<file path="src/rtl/lsu_stage_if.sv">
// Data-memory port of the load/store stage.
// The req/gnt/rvalid handshake is bundled here; the LSU is the master.
interface lsu_stage_if #(
  parameter int XLEN   = 32,
  parameter int ADDR_W = 32
);
  logic              o_dmem_req;
  logic              i_dmem_gnt;
  logic              o_dmem_we;
  logic [ADDR_W-1:0] o_dmem_addr;
  logic [XLEN-1:0]   o_dmem_wdata;
  logic [XLEN/8-1:0] o_dmem_be;
  logic              i_dmem_rvalid;
  logic [XLEN-1:0]   i_dmem_rdata;

  modport master (
    output o_dmem_req, o_dmem_we, o_dmem_addr,
    output o_dmem_wdata, o_dmem_be,
    input  i_dmem_gnt, i_dmem_rvalid, i_dmem_rdata
  );

  modport slave (
    input  o_dmem_req, o_dmem_we, o_dmem_addr,
    input  o_dmem_wdata, o_dmem_be,
    output i_dmem_gnt, i_dmem_rvalid, i_dmem_rdata
  );
endinterface

</file>
<file path="src/rtl/lsu_stage.sv">
// Load/store stage between EX-MEM and MEM-WB.
// Runs a req/gnt/rvalid access with stall, lane alignment and a hang watchdog.
module lsu_stage #(
  parameter int XLEN     = 32,
  parameter int ADDR_W   = 32,
  parameter int MAX_WAIT = 255
) (
  input  logic              clk,
  input  logic              rst,
  input  logic              i_valid,
  input  logic              i_mem_read,
  input  logic              i_mem_write,
  input  logic [2:0]        i_funct3,
  input  logic [ADDR_W-1:0] i_addr,
  input  logic [XLEN-1:0]   i_wdata,
  input  logic [4:0]        i_rd,
  input  logic              i_reg_write,
  input  logic [1:0]        i_reg_write_src,
  input  logic [ADDR_W-1:0] i_pc_p4,
  output logic              o_stall,
  lsu_stage_if.master       dmem,
  output logic              o_valid,
  output logic [4:0]        o_rd,
  output logic              o_reg_write,
  output logic [1:0]        o_reg_write_src,
  output logic [ADDR_W-1:0] o_pc_p4,
  output logic [ADDR_W-1:0] o_alu_result,
  output logic [XLEN-1:0]   o_load_data,
  output logic              o_misaligned,
  output logic              o_fault
);

  localparam int NB = XLEN / 8;
  localparam int OW = $clog2(NB);
  localparam int WW = $clog2(MAX_WAIT + 1) + 1;

  typedef enum logic [1:0] {IDLE, REQ, WAIT} state_e;

  state_e            state_q, state_d;
  logic [WW-1:0]     wd_q, wd_d;
  logic              req_q, req_d;
  logic              we_q, we_d;
  logic [ADDR_W-1:0] addr_q, addr_d;
  logic [XLEN-1:0]   wdata_q, wdata_d;
  logic [NB-1:0]     be_q, be_d;
  logic [2:0]        f3_q, f3_d;
  logic              valid_q, valid_d;
  logic [4:0]        rd_q, rd_d;
  logic              rw_q, rw_d;
  logic [1:0]        src_q, src_d;
  logic [ADDR_W-1:0] pc_q, pc_d;
  logic [ADDR_W-1:0] alu_q, alu_d;
  logic [XLEN-1:0]   ld_q, ld_d;
  logic              mis_q, mis_d;
  logic              flt_q, flt_d;

  logic [1:0]        size;
  logic [OW-1:0]     off;
  logic              mem_op;
  logic              illegal;
  logic              misal;
  logic [NB-1:0]     mask;
  logic [XLEN-1:0]   wrep;
  logic [XLEN-1:0]   sh;
  logic [XLEN-1:0]   ld_ext;
  logic [WW-1:0]     wd_inc;
  logic              tmo;

  assign size   = i_funct3[1:0];
  assign off    = i_addr[OW-1:0];
  assign mem_op = i_mem_read | i_mem_write;
  assign wd_inc = wd_q + WW'(1);
  assign tmo    = wd_inc >= WW'(MAX_WAIT);

  always_comb begin
    illegal = 1'b0;
    if (i_mem_write)
      illegal = i_funct3[2] | (XLEN == 32 && size == 2'd3);
    else if (i_mem_read)
      illegal = (i_funct3 == 3'b111) |
                (XLEN == 32 && (i_funct3 == 3'b011 ||
                                i_funct3 == 3'b110));
  end

  always_comb begin
    misal = 1'b0;
    mask  = '1;
    wrep  = i_wdata;
    unique case (size)
      2'd0: begin
        mask = NB'(1);
        wrep = {NB{i_wdata[7:0]}};
      end
      2'd1: begin
        misal = i_addr[0];
        mask  = NB'(3);
        wrep  = {(NB/2){i_wdata[15:0]}};
      end
      2'd2: begin
        misal = |i_addr[1:0];
        mask  = NB'(15);
        wrep  = {(XLEN/32){i_wdata[31:0]}};
      end
      default: begin
        misal = |i_addr[2:0];
        mask  = '1;
        wrep  = i_wdata;
      end
    endcase
  end

  // Selected lane lands at bit 0 before extension
  assign sh = dmem.i_dmem_rdata >> {alu_q[OW-1:0], 3'b000};

  always_comb begin
    ld_ext = sh;
    unique case (f3_q)
      3'b000:  ld_ext = XLEN'($signed(sh[7:0]));
      3'b001:  ld_ext = XLEN'($signed(sh[15:0]));
      3'b010:  ld_ext = XLEN'($signed(sh[31:0]));
      3'b100:  ld_ext = XLEN'(sh[7:0]);
      3'b101:  ld_ext = XLEN'(sh[15:0]);
      3'b110:  ld_ext = XLEN'(sh[31:0]);
      default: ld_ext = sh;
    endcase
  end

  always_comb begin
    state_d = state_q;
    wd_d    = wd_q;
    req_d   = req_q;
    we_d    = we_q;
    addr_d  = addr_q;
    wdata_d = wdata_q;
    be_d    = be_q;
    f3_d    = f3_q;
    valid_d = 1'b0;
    rd_d    = rd_q;
    rw_d    = rw_q;
    src_d   = src_q;
    pc_d    = pc_q;
    alu_d   = alu_q;
    ld_d    = ld_q;
    mis_d   = mis_q;
    flt_d   = flt_q;
    o_stall = 1'b0;
    unique case (state_q)
      IDLE: begin
        if (i_valid) begin
          rd_d  = i_rd;
          rw_d  = i_reg_write;
          src_d = i_reg_write_src;
          pc_d  = i_pc_p4;
          alu_d = i_addr;
          ld_d  = '0;
          mis_d = 1'b0;
          flt_d = 1'b0;
          if (!mem_op) begin
            valid_d = 1'b1;
          end else if (illegal) begin
            valid_d = 1'b1;
            flt_d   = 1'b1;
            rw_d    = 1'b0;
          end else if (misal) begin
            valid_d = 1'b1;
            mis_d   = 1'b1;
            rw_d    = 1'b0;
          end else begin
            o_stall = 1'b1;
            state_d = REQ;
            wd_d    = '0;
            req_d   = 1'b1;
            we_d    = i_mem_write;
            addr_d  = {i_addr[ADDR_W-1:OW], OW'(0)};
            wdata_d = wrep;
            be_d    = mask << off;
            f3_d    = i_funct3;
          end
        end
      end
      REQ: begin
        o_stall = 1'b1;
        wd_d    = wd_inc;
        if (dmem.i_dmem_gnt) begin
          req_d = 1'b0;
          if (we_q) begin
            o_stall = 1'b0;
            valid_d = 1'b1;
            state_d = IDLE;
          end else begin
            state_d = WAIT;
          end
        end else if (tmo) begin
          o_stall = 1'b0;
          valid_d = 1'b1;
          flt_d   = 1'b1;
          rw_d    = 1'b0;
          req_d   = 1'b0;
          state_d = IDLE;
        end
      end
      WAIT: begin
        o_stall = 1'b1;
        wd_d    = wd_inc;
        if (dmem.i_dmem_rvalid) begin
          o_stall = 1'b0;
          valid_d = 1'b1;
          ld_d    = ld_ext;
          state_d = IDLE;
        end else if (tmo) begin
          o_stall = 1'b0;
          valid_d = 1'b1;
          flt_d   = 1'b1;
          rw_d    = 1'b0;
          state_d = IDLE;
        end
      end
      default: state_d = IDLE;
    endcase
  end

  always_ff @(posedge clk) begin
    if (rst) begin
      state_q <= IDLE;
      wd_q    <= '0;
      req_q   <= 1'b0;
      we_q    <= 1'b0;
      addr_q  <= '0;
      wdata_q <= '0;
      be_q    <= '0;
      f3_q    <= '0;
      valid_q <= 1'b0;
      rd_q    <= '0;
      rw_q    <= 1'b0;
      src_q   <= '0;
      pc_q    <= '0;
      alu_q   <= '0;
      ld_q    <= '0;
      mis_q   <= 1'b0;
      flt_q   <= 1'b0;
    end else begin
      state_q <= state_d;
      wd_q    <= wd_d;
      req_q   <= req_d;
      we_q    <= we_d;
      addr_q  <= addr_d;
      wdata_q <= wdata_d;
      be_q    <= be_d;
      f3_q    <= f3_d;
      valid_q <= valid_d;
      rd_q    <= rd_d;
      rw_q    <= rw_d;
      src_q   <= src_d;
      pc_q    <= pc_d;
      alu_q   <= alu_d;
      ld_q    <= ld_d;
      mis_q   <= mis_d;
      flt_q   <= flt_d;
    end
  end

  assign dmem.o_dmem_req   = req_q;
  assign dmem.o_dmem_we    = we_q;
  assign dmem.o_dmem_addr  = addr_q;
  assign dmem.o_dmem_wdata = wdata_q;
  assign dmem.o_dmem_be    = be_q;

  assign o_valid         = valid_q;
  assign o_rd            = rd_q;
  assign o_reg_write     = rw_q;
  assign o_reg_write_src = src_q;
  assign o_pc_p4         = pc_q;
  assign o_alu_result    = alu_q;
  assign o_load_data     = ld_q;
  assign o_misaligned    = mis_q;
  assign o_fault         = flt_q;

endmodule

</file>
<file path="src/flat_wrapper.sv">
// flat-port wrapper written by rule: the top's interface ports become plain ports
module lsu_stage_flat 
#(
  parameter int XLEN     = 32,
  parameter int ADDR_W   = 32,
  parameter int MAX_WAIT = 255
)
  (clk, rst, i_valid, i_mem_read, i_mem_write, i_funct3, i_addr, i_wdata, i_rd, i_reg_write, i_reg_write_src, i_pc_p4, o_stall, o_valid, o_rd, o_reg_write, o_reg_write_src, o_pc_p4, o_alu_result, o_load_data, o_misaligned, o_fault, dmem_o_dmem_req, dmem_o_dmem_we, dmem_o_dmem_addr, dmem_o_dmem_wdata, dmem_o_dmem_be, dmem_i_dmem_gnt, dmem_i_dmem_rvalid, dmem_i_dmem_rdata);
  lsu_stage_if #(.XLEN(XLEN), .ADDR_W(ADDR_W)) dmem_i ();
  input  logic clk;
  input  logic rst;
  input  logic i_valid;
  input  logic i_mem_read;
  input  logic i_mem_write;
  input  logic [2:0] i_funct3;
  input  logic [ADDR_W-1:0] i_addr;
  input  logic [XLEN-1:0] i_wdata;
  input  logic [4:0] i_rd;
  input  logic i_reg_write;
  input  logic [1:0] i_reg_write_src;
  input  logic [ADDR_W-1:0] i_pc_p4;
  output logic o_stall;
  output logic o_valid;
  output logic [4:0] o_rd;
  output logic o_reg_write;
  output logic [1:0] o_reg_write_src;
  output logic [ADDR_W-1:0] o_pc_p4;
  output logic [ADDR_W-1:0] o_alu_result;
  output logic [XLEN-1:0] o_load_data;
  output logic o_misaligned;
  output logic o_fault;
  output wire logic [$bits(dmem_i.o_dmem_req)-1:0] dmem_o_dmem_req;
  output wire logic [$bits(dmem_i.o_dmem_we)-1:0] dmem_o_dmem_we;
  output wire logic [$bits(dmem_i.o_dmem_addr)-1:0] dmem_o_dmem_addr;
  output wire logic [$bits(dmem_i.o_dmem_wdata)-1:0] dmem_o_dmem_wdata;
  output wire logic [$bits(dmem_i.o_dmem_be)-1:0] dmem_o_dmem_be;
  input wire logic [$bits(dmem_i.i_dmem_gnt)-1:0] dmem_i_dmem_gnt;
  input wire logic [$bits(dmem_i.i_dmem_rvalid)-1:0] dmem_i_dmem_rvalid;
  input wire logic [$bits(dmem_i.i_dmem_rdata)-1:0] dmem_i_dmem_rdata;
  assign dmem_o_dmem_req = dmem_i.o_dmem_req;
  assign dmem_o_dmem_we = dmem_i.o_dmem_we;
  assign dmem_o_dmem_addr = dmem_i.o_dmem_addr;
  assign dmem_o_dmem_wdata = dmem_i.o_dmem_wdata;
  assign dmem_o_dmem_be = dmem_i.o_dmem_be;
  assign dmem_i.i_dmem_gnt = dmem_i_dmem_gnt;
  assign dmem_i.i_dmem_rvalid = dmem_i_dmem_rvalid;
  assign dmem_i.i_dmem_rdata = dmem_i_dmem_rdata;
  lsu_stage #(.XLEN(XLEN), .ADDR_W(ADDR_W), .MAX_WAIT(MAX_WAIT)) u_core (.clk(clk), .rst(rst), .i_valid(i_valid), .i_mem_read(i_mem_read), .i_mem_write(i_mem_write), .i_funct3(i_funct3), .i_addr(i_addr), .i_wdata(i_wdata), .i_rd(i_rd), .i_reg_write(i_reg_write), .i_reg_write_src(i_reg_write_src), .i_pc_p4(i_pc_p4), .o_stall(o_stall), .dmem(dmem_i), .o_valid(o_valid), .o_rd(o_rd), .o_reg_write(o_reg_write), .o_reg_write_src(o_reg_write_src), .o_pc_p4(o_pc_p4), .o_alu_result(o_alu_result), .o_load_data(o_load_data), .o_misaligned(o_misaligned), .o_fault(o_fault));
endmodule
</file>
<file path="config.mk">
export PLATFORM = sky130hd
export DESIGN_NAME = lsu_stage_flat
export DESIGN_NICKNAME = d
export VERILOG_FILES = /design/src/rtl/lsu_stage_if.sv /design/src/rtl/lsu_stage.sv /design/src/flat_wrapper.sv
export SDC_FILE = /design/constraint.sdc
export NUM_CORES = 1
export LEC_CHECK = 0
export CORE_MARGIN = 1.5
export CORE_UTILIZATION = 47
export CTS_CLUSTER_SIZE = 30
export DETAILED_ROUTE_END_ITERATION = 10
export PLACE_DENSITY = 0.87
export SLEW_MARGIN = 0
export SYNTH_ARGS = -nofsm -noshare
export SYNTH_HDL_FRONTEND = slang
export SYNTH_SLANG_ARGS = --single-unit
export TNS_END_PERCENT = 5
</file>
<file path="constraint.sdc">
create_clock -name clk -period 8 [get_ports clk]
set_clock_uncertainty 0.05 [all_clocks]
set_input_delay 2.4 -clock clk [delete_from_list [all_inputs] [get_ports clk]]
set_output_delay 2.4 -clock clk [all_outputs]
set_load 0.005 [all_outputs]
</file>
==> metrics.md <==
| Metric | Value |
|---|---|
| Outcome | finished, final reports clean |
| Synthesized area | 7910 sq um |
| Most common cell after layout, fill and taps aside | clkdlybuf4s50_1 |
| RSZ-0062 raised after global routing | false |
| Slowest-stage cell, CP | clkdlybuf4s50_1 |
| Worst r2r path cells | 8 |
| Critical path class | in2out |
| Final Cycle Share | 89.9% |
| Die Wd | about 130 um |
| # resized after CTS | 0 |
| Routability cong. | approximately 0.86 |
| DP HPWL | between 15000 and 20000 um |
| Congestion Overflow GR | 0 |
| Synthesis-to-finish area growth | 48.3% |
| CTS root buf | clkbuf_16 |
| FFs w/ async S/R, synth | 0% |
| Least-Margin Pin Slew | 1.04 ns |
| Int Pwr | 1.61 mW |
| Sw Ratio | 26.0% |
| Crit end category | primary output |
| CTS Hold Bufs | 0 |
| Fraction of layout cells with a size suffix above 1 | 4.95% |
| Final setup vio count | 0 |
| Syn. warnings | 0 |
| Hold Path Sink | u_core.dmem.o_dmem_addr[9]$_SDFFE_PP0P_ |
| Post-CTS setup buffers | 0 |
| Net Sw Power | ~570 uW |
| DRC | 0 |
| Full die area | 17600 sq um |
| Worst IR Drop VDD | between 0.1 and 0.15 mV |
| Yosys top cell area share | a little under half |
| Final worst slack | between 0.8 and 0.9 ns |
| CTS Buffer Depth | 2 |
| Tmin final | ~7.2 ns |
| R2R setup slack | approximately 4.9 ns |
| Combinational share of power | around 16% |
| Max-cap violations | 0 |
| First-pass GRT wire length | 40200 um |
| EDFF count, synth | 0 |
| GR Layer Usage met2 | 47.6% |
| Seq/Total Area, Yosys | a little under half |
| Worst-path fanout max | 10 |
| Antenna Nets Post-Route | 0 |
| Vias in the first global route | between 7000 and 8000 |
| Final hold violation count | 0 |
| Clock power frac | 38.5% |
| Cells after Synth | 966 |
| Main combinational cell family by area after synthesis | compound AO/OA/AOI/OAI gates |
| Fillers | about 1300 |
| Setup TNS | 0 ns |
| Largest cells by area after synthesis | dfxtp_1 (48%), nand2_1 (13%), a21oi_1 (8.4%) |
| Req. time, crit path | 5.55 ns |
| Post-synthesis simple-gate area fraction | 19.2% |
| TritonCTS Buffers | 17 |
| CTS tree | done |
| Hold path startpoint | u_core.dmem.o_dmem_addr[9]$_SDFFE_PP0P_ |
| Leakage | 4.24 nW |
| Pins over their slew limit | 0 |
| Most frequent cells in the layout | clkdlybuf4s50_1 (320), nand2_1 (274), dfxtp_1 (189) |
| Effective utilization at floorplan | around 48% |
| Multi-input logic area | roughly 3700 sq um |
| Drt first pass iters | 5 |
| Min-Delay Path Class | reg2reg |
| H-tree depth | 4 |
| IO Pins | around 320 |
| Clock Latency Late Sink | approximately 0.42 ns |
| Maximum single-stage delay on the critical path | 0.64 ns |
| Clock-pin slew on the worst setup and hold paths | about 0.070 ns |
| Setup crit start kind | primary input |
| Flop and latch count out of synthesis | between 150 and 200 |
| Critical path, cell by cell | clkdlybuf4s50_1 > a21o_1 > a21oi_2 > and3_2 > o21ai_0 > o21ai_0 > clkdlybuf4s50_1 |
| Core area | between 15000 and 20000 sq um |
| GRT Overall Usage | approximately 29% |
| Crit-path leading delay family | buffers and inverters |
| DRT iter0 DRCs | 571 |
| Met3 Use GR | about 9% |
| Worst hold stages | 2 |
| Slew headroom | between 30 and 40% |
| Clk sink count | ~190 |
| Top_reg_cell synth | dfxtp_1 |
| Wire per inst | ~17 um |
| Post-layout nets | ~1400 |
| Initial antenna violation count | 0 |
| Placed insts | about 1400 |
| Syn_area_per_cell | between 8 and 9 sq um |
| Critical Path AT | approximately 4.7 ns |
| Met1 global-route usage | between 30% and 40% |
| Via/cell ratio | ~5.4 |
| Worst hold margin | slightly above 0.4 ns |
| Distinct cells, synth | 61 |
| Drt total wl | 25500 um |
| Fin cells | about 1500 |
| Post-synthesis xor/xnor area fraction | 0.332% |
| Worst r2r dst | u_core.dmem.o_dmem_be[1]$_SDFFE_PP0P_ |
| RR Startpoint | u_core.state_q[1]$_SDFFE_PP0P_ |
| Storage element area | 3780 sq um |
| Routed vias | ~8000 |
| Max Freq | between 0.1 and 0.15 GHz |
| Mux cell area share after synthesis | 4.71% |
| Power Dens Cells | 186 nW/um^2 |
| Largest net degree at the start of global routing | 100 |
| Most used routing layer | met2 |
| IO Port Bufs | about 320 |
| Setup WS pre-CTS | slightly above 0.8 ns |
| Num rows | 47 |
| Area leader, netlist | dfxtp_1 |
| Sequential share of power | about 46% |
| Design Power | around 2.2 mW |
| Die Y | ~130 um |
| CP bufs+invs | 2 |
| Diode count | 0 |
| Post-synthesis compound-gate area fraction | 21.7% |
| Synth Area in Adders | 1.11% |
==> how the worst max path moves through the flow <==
| stage | start | end | slack, ns | cells past startpoint |
|---|---|---|---|---|
| floorplan | i_funct3[1] | o_stall | 1.90 | 8 |
| global placement | i_funct3[1] | o_stall | 0.83 | 7 |
| detailed placement | i_funct3[1] | o_stall | 0.83 | 7 |
| CTS | i_funct3[1] | o_stall | 0.79 | 7 |
| global route | i_funct3[1] | o_stall | 0.61 | 7 |
| finish | i_funct3[1] | o_stall | 0.81 | 7 |
==> worst reg2reg max path, cell delays in order, from the launching register on <==
cell and delay, ns:
dfxtp_1 0.35, inv_1 0.11, ha_1 0.26, and2_2 0.19, buf_4 0.58, nand3_2 0.55, buf_4 0.45, or3_1 0.39
a21oi_1 0.13
==> metrics by stage <==
step,util [%],cell area [sq um]
6_report,71.0,11700
5_1_grt,71.0,11700
4_1_cts,71.0,11700
3_5_place_dp,67.5,11100
3_3_place_gp,67.5,11100
2_1_floorplan,-,7920
==> synth_stat cells, types with 10 or more instances <==
cell type and n:
nand2_1 275, buf_2 11, inv_1 13, a21oi_1 133
mux2i_1 26, a221o_1 16, nor2b_1 11, clkbuf_1 49
dfxtp_1 189, nor2_1 51, o211ai_1 10, o21ai_0 27
buf_1 10
==> metal layers <==
metal,share of wire [%],up-vias
li1,-,3875
met2,48,333
met1,40,3725
met5,0,-
met4,4.1,0
met3,8.2,68
==> cells by family (layout without fill, tap and decap cells) <==
group | Yosys count | count (layout)
AND/OR/NAND/NOR | 373 | 373
flip-flops | 189 | 189
multiplexers | 35 | 35
other | 1 | 2
AO/OA/AOI/OAI | 266 | 266
XOR/XNOR | 3 | 3
buffers and inverters | 92 | 378
adder cells (fa/ha/maj) | 7 | 7
==> area by class of cell <==
type	count	area share [%]
sequential	189	32.3
multi-input combinational	686	31.9
timing repair buffer	332	28.1
clock buffer	20	3.89
tap	220	2.35
clock inverter	12	1.05
inverter	14	0.448
==> state kept, by name, indices dropped and copies added, names as in the netlist <==
register	cells
u_core.o_misaligned	1
u_core.o_valid	1
u_core.dmem.o_dmem_req	1
u_core.o_fault	1
u_core.o_reg_write	1
u_core.dmem.o_dmem_we	1
u_core.o_alu_result	32
u_core.o_rd	5
u_core.wd_q	9
u_core.dmem.o_dmem_be	4
u_core.state_q	2
u_core.o_load_data	32
u_core.o_reg_write_src	2
u_core.dmem.o_dmem_addr	30
u_core.f3_q	3
u_core.dmem.o_dmem_wdata	32
u_core.o_pc_p4	32
==> power by group through the flow <==
stage	registers, mW	logic (mW)	clock network (mW)
final	0.999	0.342	0.838
after global placement	1.02	0.336	0
after floorplan	1.02	0.143	0
after global routing	1.00	0.370	0.885
after detailed placement	1.02	0.341	0
after CTS	0.999	0.343	0.851
(Power assumes the default switching activity.)
